$ cat src/rtl/mul_div_unit_if.sv
// rtl/mul_div_unit_if.sv - start/done handshake, operands and result of the multiply/divide unit
interface mul_div_unit_if;
  logic        start;
  logic        op;
  logic [31:0] a;
  logic [31:0] b;
  logic        busy;
  logic        done;
  logic        div_by_zero;
  logic [63:0] result;

  modport master (output start, op, a, b, input busy, done, div_by_zero, result);
  modport slave  (input start, op, a, b, output busy, done, div_by_zero, result);
endinterface

$ cat src/rtl/mul_div_unit.sv
// rtl/mul_div_unit.sv - radix-2 Booth multiplier and restoring divider sharing one 32-step iteration
module mul_div_unit (
  input logic           clock,
  input logic           clear,
  mul_div_unit_if.slave bus
);
  typedef enum logic [2:0] {IDLE, PREP, RUN, FIX, DONE} state_t;

  state_t      state;
  logic        is_div;
  logic        busy_q;
  logic        done_q;
  logic        dbz_q;
  logic [63:0] result_q;
  logic [31:0] a_reg;
  logic [31:0] b_reg;
  logic [65:0] prod;
  logic [31:0] rem;
  logic [31:0] quo;
  logic [31:0] dvs;
  logic        q_neg;
  logic        r_neg;
  logic [4:0]  count;

  logic [32:0] a_ext;
  logic [32:0] acc_new;
  logic [65:0] prod_next;
  logic [32:0] shifted;
  logic [32:0] trial;
  logic [31:0] rem_next;
  logic [31:0] quo_next;
  logic [31:0] a_mag;
  logic [31:0] b_mag;

  assign bus.busy        = busy_q;
  assign bus.done        = done_q;
  assign bus.div_by_zero = dbz_q;
  assign bus.result      = result_q;

  // prod = {33-bit accumulator, multiplier, appended Booth bit}; the extra accumulator bit keeps -2^31 exact
  always_comb begin
    a_ext = {a_reg[31], a_reg};
    case (prod[1:0])
      2'b01:   acc_new = prod[65:33] + a_ext;
      2'b10:   acc_new = prod[65:33] - a_ext;
      default: acc_new = prod[65:33];
    endcase
    prod_next = {acc_new[32], acc_new, prod[32:1]};

    shifted = {rem, quo[31]};
    trial   = shifted - {1'b0, dvs};
    if (trial[32]) begin
      rem_next = shifted[31:0];
      quo_next = {quo[30:0], 1'b0};
    end else begin
      rem_next = trial[31:0];
      quo_next = {quo[30:0], 1'b1};
    end

    a_mag = a_reg[31] ? (~a_reg + 32'd1) : a_reg;
    b_mag = b_reg[31] ? (~b_reg + 32'd1) : b_reg;
  end

  always_ff @(posedge clock or posedge clear) begin
    if (clear) begin
      state    <= IDLE;
      is_div   <= 1'b0;
      busy_q   <= 1'b0;
      done_q   <= 1'b0;
      dbz_q    <= 1'b0;
      result_q <= 64'h0;
      a_reg    <= 32'h0;
      b_reg    <= 32'h0;
      prod     <= 66'h0;
      rem      <= 32'h0;
      quo      <= 32'h0;
      dvs      <= 32'h0;
      q_neg    <= 1'b0;
      r_neg    <= 1'b0;
      count    <= 5'd0;
    end else begin
      done_q <= 1'b0;
      case (state)
        IDLE, DONE: begin
          if (bus.start) begin
            is_div <= bus.op;
            a_reg  <= bus.a;
            b_reg  <= bus.b;
            dbz_q  <= 1'b0;
            if (bus.op && (bus.b == 32'h0)) begin
              result_q <= {bus.a, 32'hFFFF_FFFF};
              dbz_q    <= 1'b1;
              done_q   <= 1'b1;
              state    <= DONE;
            end else begin
              busy_q <= 1'b1;
              state  <= PREP;
            end
          end else if (state == DONE) begin
            state <= IDLE;
          end
        end
        PREP: begin
          prod  <= {33'h0, b_reg, 1'b0};
          rem   <= 32'h0;
          quo   <= a_mag;
          dvs   <= b_mag;
          q_neg <= a_reg[31] ^ b_reg[31];
          r_neg <= a_reg[31];
          count <= 5'd0;
          state <= RUN;
        end
        RUN: begin
          if (is_div) begin
            rem <= rem_next;
            quo <= quo_next;
          end else begin
            prod <= prod_next;
          end
          count <= count + 5'd1;
          if (count == 5'd31) state <= FIX;
        end
        FIX: begin
          // quotient truncates toward zero, remainder follows the dividend; -2^31/-1 wraps silently
          if (is_div)
            result_q <= {(r_neg ? (~rem + 32'd1) : rem), (q_neg ? (~quo + 32'd1) : quo)};
          else
            result_q <= prod[64:1];
          done_q <= 1'b1;
          busy_q <= 1'b0;
          state  <= DONE;
        end
        default: state <= IDLE;
      endcase
    end
  end
endmodule

$ cat src/flat_wrapper.sv
// flat-port wrapper written by rule: the top's interface ports become plain ports
module mul_div_unit_flat 
  (clock, clear, bus_start, bus_op, bus_a, bus_b, bus_busy, bus_done, bus_div_by_zero, bus_result);
  mul_div_unit_if bus_i ();
  input logic clock;
  input logic clear;
  input wire logic [$bits(bus_i.start)-1:0] bus_start;
  input wire logic [$bits(bus_i.op)-1:0] bus_op;
  input wire logic [$bits(bus_i.a)-1:0] bus_a;
  input wire logic [$bits(bus_i.b)-1:0] bus_b;
  output wire logic [$bits(bus_i.busy)-1:0] bus_busy;
  output wire logic [$bits(bus_i.done)-1:0] bus_done;
  output wire logic [$bits(bus_i.div_by_zero)-1:0] bus_div_by_zero;
  output wire logic [$bits(bus_i.result)-1:0] bus_result;
  assign bus_i.start = bus_start;
  assign bus_i.op = bus_op;
  assign bus_i.a = bus_a;
  assign bus_i.b = bus_b;
  assign bus_busy = bus_i.busy;
  assign bus_done = bus_i.done;
  assign bus_div_by_zero = bus_i.div_by_zero;
  assign bus_result = bus_i.result;
  mul_div_unit u_core (.clock(clock), .clear(clear), .bus(bus_i));
endmodule
$ cat config.mk
export PLATFORM = sky130hd
export DESIGN_NAME = mul_div_unit_flat
export DESIGN_NICKNAME = d
export VERILOG_FILES = /design/src/rtl/mul_div_unit_if.sv /design/src/rtl/mul_div_unit.sv /design/src/flat_wrapper.sv
export SDC_FILE = /design/constraint.sdc
export NUM_CORES = 1
export LEC_CHECK = 0
export CAP_MARGIN = 20
export CORE_MARGIN = 5
export CORE_UTILIZATION = 40
export CTS_BUF_LIST = sky130_fd_sc_hd__clkbuf_8
export DETAILED_ROUTE_END_ITERATION = 12
export PLACE_DENSITY = 0.64
export SLEW_MARGIN = 5
export SYNTH_ARGS = -nofsm -noshare
export SYNTH_HDL_FRONTEND = slang
export SYNTH_SLANG_ARGS = --single-unit
$ cat constraint.sdc
create_clock -name clock -period 10.58 [get_ports clock]
set_input_delay 1.587 -clock clock [delete_from_list [all_inputs] [get_ports clock]]
set_output_delay 1.587 -clock clock [all_outputs]
set_load 0.005 [all_outputs]
==> impl_metrics.env <==
export IMPL_cellPowerDensity_nw_per_um2=395
export IMPL_synth_area_leaders="sky130_fd_sc_hd__dfrtp_1 (38%), sky130_fd_sc_hd__nand2_1 (6.0%), sky130_fd_sc_hd__o21ai_0 (6.0%)"
export IMPL_cts_inserted_buffers=52
export IMPL_post_drt_via_cell_ratio=5.72
export IMPL_critPathLaunch="u_core.a_reg[0]"
export IMPL_htree_depth=2
export IMPL_dr_first_iter_drc_count=1412
export IMPL_timing_reg2reg_worst_path_depth=18
export IMPL_die_height_microns=233
export IMPL_ioPinCount=135
export IMPL_numPortBuffers=134
export IMPL_die_w_microns=233
export IMPL_fin_cells=3067
export IMPL_final_max_slew_viol_count=0
export IMPL_grt_overflow_total=0
export IMPL_worst_path_max_delay_cell="sky130_fd_sc_hd__o32ai_1"
export IMPL_floorplan_die_area_sq_um=54300
export IMPL_worst_setup_slack_after_placement_ps=5350
export IMPL_globalRouteTotalUtil_pct=22.0
export IMPL_area_growth_pct=14.7
export IMPL_detail_route_wl_per_cell_microns=19.7
export IMPL_vias=17500
export IMPL_post_synth_top_area_fraction_pct=38.1
export IMPL_nets=2504
export IMPL_std_cell_rows=81
export IMPL_crit_path_cell_trace="inv_1 -> ha_1 -> or4b_1 -> nor3_1 -> nand2b_1 -> nor4_1 -> nor2_1 -> xnor2_1 -> ha_1 -> and3_1 -> nand3_1 -> or3_1 -> o32ai_1 -> o2111ai_1 -> a31oi_1 -> o22ai_1 -> mux2i_1 -> nand2_1"
export IMPL_worstMarginPinSlew_ps=1020
export IMPL_synth_async_reset_ratio_pct=100
export IMPL_totalNegativeSetupSlack_ps=0
export IMPL_crit_path_max_incr_delay_ps=580
export IMPL_setup_worst_path_class="flop to flop"
export IMPL_period_needed_ps=5420
export IMPL_r2r_start="u_core.a_reg[0]"
export IMPL_most_common_layout_cells="sky130_fd_sc_hd__nand2_1 (316), sky130_fd_sc_hd__dfrtp_1 (302), sky130_fd_sc_hd__o21ai_0 (237), sky130_fd_sc_hd__a21oi_1 (139), sky130_fd_sc_hd__nor2_1 (135)"
export IMPL_via_count_of_the_first_global_routing_pass=17100
export IMPL_dp_final_hpwl_microns=43900
export IMPL_largest_register_ff_count=65
export IMPL_synth_edf_count=0
export IMPL_postRouteWirelength_microns=60400
export IMPL_place_detailed_instances=2971
export IMPL_starting_utilization_of_the_core_area_pct=40.6
export IMPL_timing_max_slew_rel_slack_pct=32.1
export IMPL_setup_violations=0
export IMPL_dominantRegCellSynth="sky130_fd_sc_hd__dfrtp_1"
export IMPL_registers_top_by_ff_count="u_core.prod"
export IMPL_status="finished clean"
export IMPL_synthesis_nets=2446
export IMPL_final_setup_worst_slack_ps=5160
export IMPL_antenna_left=0
export IMPL_critical_path_arrival_ps=5920
export IMPL_hold_ws_ps=478
export IMPL_fillCellCount=4729
export IMPL_post_route_drc_count=0
export IMPL_cts_tree="done"
export IMPL_unique_masters_post_synth=82
export IMPL_grt_pass1_wl_microns=96300
export IMPL_clock_sinks=303
export IMPL_cp_common_cell="sky130_fd_sc_hd__ha_1"
export IMPL_clk_pin_slew_ps=70
export IMPL_ctsRootBufferMaster="sky130_fd_sc_hd__clkbuf_8"
export IMPL_coreArea_sq_um=49100
export IMPL_timing_hold_violations_final=0
export IMPL_worst_ir_drop_vdd_v=0.000160
export IMPL_reg2reg_slack_ps=5160
export IMPL_postSynthRegisterBits=303
export IMPL_worst_path_max_fanout=6
export IMPL_seq_total_area_yosys_pct=38.1
export IMPL_clk_insertion_delay_late_ps=640
export IMPL_cts_hold_buffers=0
export IMPL_drive_gt1_share_pct=9.08
export IMPL_max_freq_mhz=185
export IMPL_post_synth_instance_area_sq_um=19900
export IMPL_maxCapViolCount=0
export IMPL_netlist_instances=2304
export IMPL_cellLeakagePower_nw=9.73
export IMPL_worstSetupEndpoint="u_core.prod[64]"
export IMPL_timing_final_crit_share_pct=51.2
export IMPL_timing_clock_skew_ps=30.2
export IMPL_mostFrequentLayoutCell="sky130_fd_sc_hd__nand2_1"
export IMPL_cts_max_path_buffers=3
export IMPL_regToRegEndpoint="u_core.prod[64]"
export IMPL_min_path_cells=2
export IMPL_drt_pre_antenna_iters=5
export IMPL_maximum_number_of_pins_on_one_net_before_global_route_repair=120
export IMPL_synth_largest_area_cell="sky130_fd_sc_hd__dfrtp_1"
export IMPL_post_cts_repair_setup_buffers=0
export IMPL_synthesis_area_per_instance_sq_um=8.64
export IMPL_cts_resized_gates=0
export IMPL_critPathLaunchType="flop"
export IMPL_cp_data_required_time_ps=11080
export IMPL_min_delay_path_class="flop to flop"
export IMPL_rsz0062_at_grt="no"
export IMPL_worstSetupEndpointType="flop"
export IMPL_place_gp_congestion=0.930
export IMPL_synth_yosys_warnings=0
export IMPL_grt_antenna_before_repair=0
## synth_stat cells, types with 10 or more instances
master,count
sky130_fd_sc_hd__nand2_1,317
sky130_fd_sc_hd__dfrtp_1,303
sky130_fd_sc_hd__o21ai_0,237
sky130_fd_sc_hd__a21oi_1,139
sky130_fd_sc_hd__nor2_1,137
sky130_fd_sc_hd__xor2_1,121
sky130_fd_sc_hd__clkbuf_1,118
sky130_fd_sc_hd__ha_1,72
sky130_fd_sc_hd__inv_1,72
sky130_fd_sc_hd__xnor2_1,71
sky130_fd_sc_hd__mux2_2,62
sky130_fd_sc_hd__nand3_1,57
sky130_fd_sc_hd__o211ai_1,45
sky130_fd_sc_hd__a31oi_1,44
sky130_fd_sc_hd__mux2i_1,44
sky130_fd_sc_hd__nor3_1,41
sky130_fd_sc_hd__or3_1,34
sky130_fd_sc_hd__o31ai_1,33
sky130_fd_sc_hd__a21o_1,31
sky130_fd_sc_hd__nand4_1,27
sky130_fd_sc_hd__buf_1,24
sky130_fd_sc_hd__nand2b_1,19
sky130_fd_sc_hd__nor2b_1,19
sky130_fd_sc_hd__and3_1,17
sky130_fd_sc_hd__o211ai_2,17
sky130_fd_sc_hd__o21a_1,14
sky130_fd_sc_hd__o41ai_1,14
sky130_fd_sc_hd__or4_1,14
sky130_fd_sc_hd__nor4_1,13
sky130_fd_sc_hd__o21ai_1,12
sky130_fd_sc_hd__o21bai_1,12
sky130_fd_sc_hd__and2_1,10
## report_power, final
| part | internal (mW) | switching [mW] |
|---|---|---|
| Clock | 0.620 | 0.517 |
| Combinational | 2.25 | 3.15 |
| Sequential | 1.69 | 0.783 |
## per-stage QoR
step | utilization, % | instance area [sq um] | total power, mW
5_1_grt | 46.5 | 22800 | 9.78
3_3_place_gp | 44.2 | 21700 | 7.73
4_1_cts | 46.4 | 22800 | 9.01
2_1_floorplan | - | 19900 | 6.21
6_report | 46.5 | 22800 | 9.01
3_5_place_dp | 44.2 | 21700 | 7.83
## worst max-delay path, delay by kind of cell (launching register included)
kind,cells,cell delay [ps]
AO/OA/AOI/OAI,4,1450
multiplexers,1,170
AND/OR/NAND/NOR,9,2340
flip-flops,1,450
XOR/XNOR,1,140
adder cells (fa/ha/maj),2,610
buffers and inverters,1,100
## kinds of logic (layout without fill, tap and decap cells)
logic type | count (synthesis) | in the layout | share of synthesized area [%]
muxes | 106 | 106 | 5.72
AOI/OAI and AO/OA | 660 | 660 | 20.9
and+or+nand+nor | 743 | 743 | 17.7
buffers and inverters | 226 | 324 | 4.46
other | 0 | 1 | 0
adders and majority gates | 74 | 74 | 4.73
DFF | 303 | 303 | 38.1
xor gates and xnor gates | 192 | 192 | 8.45
## worst min-delay path by stage
stage,endpoint,slack [ps],startpoint
CTS,u_core.dvs[28],480,u_core.dvs[28]
floorplan,u_core.count[3],450,u_core.count[3]
finish,u_core.dvs[28],480,u_core.dvs[28]
global route,u_core.dvs[6],510,u_core.dvs[6]
global placement,u_core.count[3],470,u_core.count[3]
detailed placement,u_core.dvs[28],470,u_core.dvs[28]
## per-layer routing
metal  GRT usage [%]  share of wire [%]
met5               0                  0
met4            6.44                2.9
met3            3.36                5.3
met2            36.5                 48
met1            29.9                 44
## final cells by class
class	count	area [sq um]	share of cell area (%)
diodes	1	2.50	0.0110
repair buffers	158	1540	6.76
inverters	72	278	1.22
clock buffers	67	922	4.04
clock inverters	27	188	0.823
well taps	664	831	3.64
flip-flops and latches	303	7590	33.3
multi-input cells	1775	11500	50.3
No activity file was read; power rests on OpenSTA's default activity.
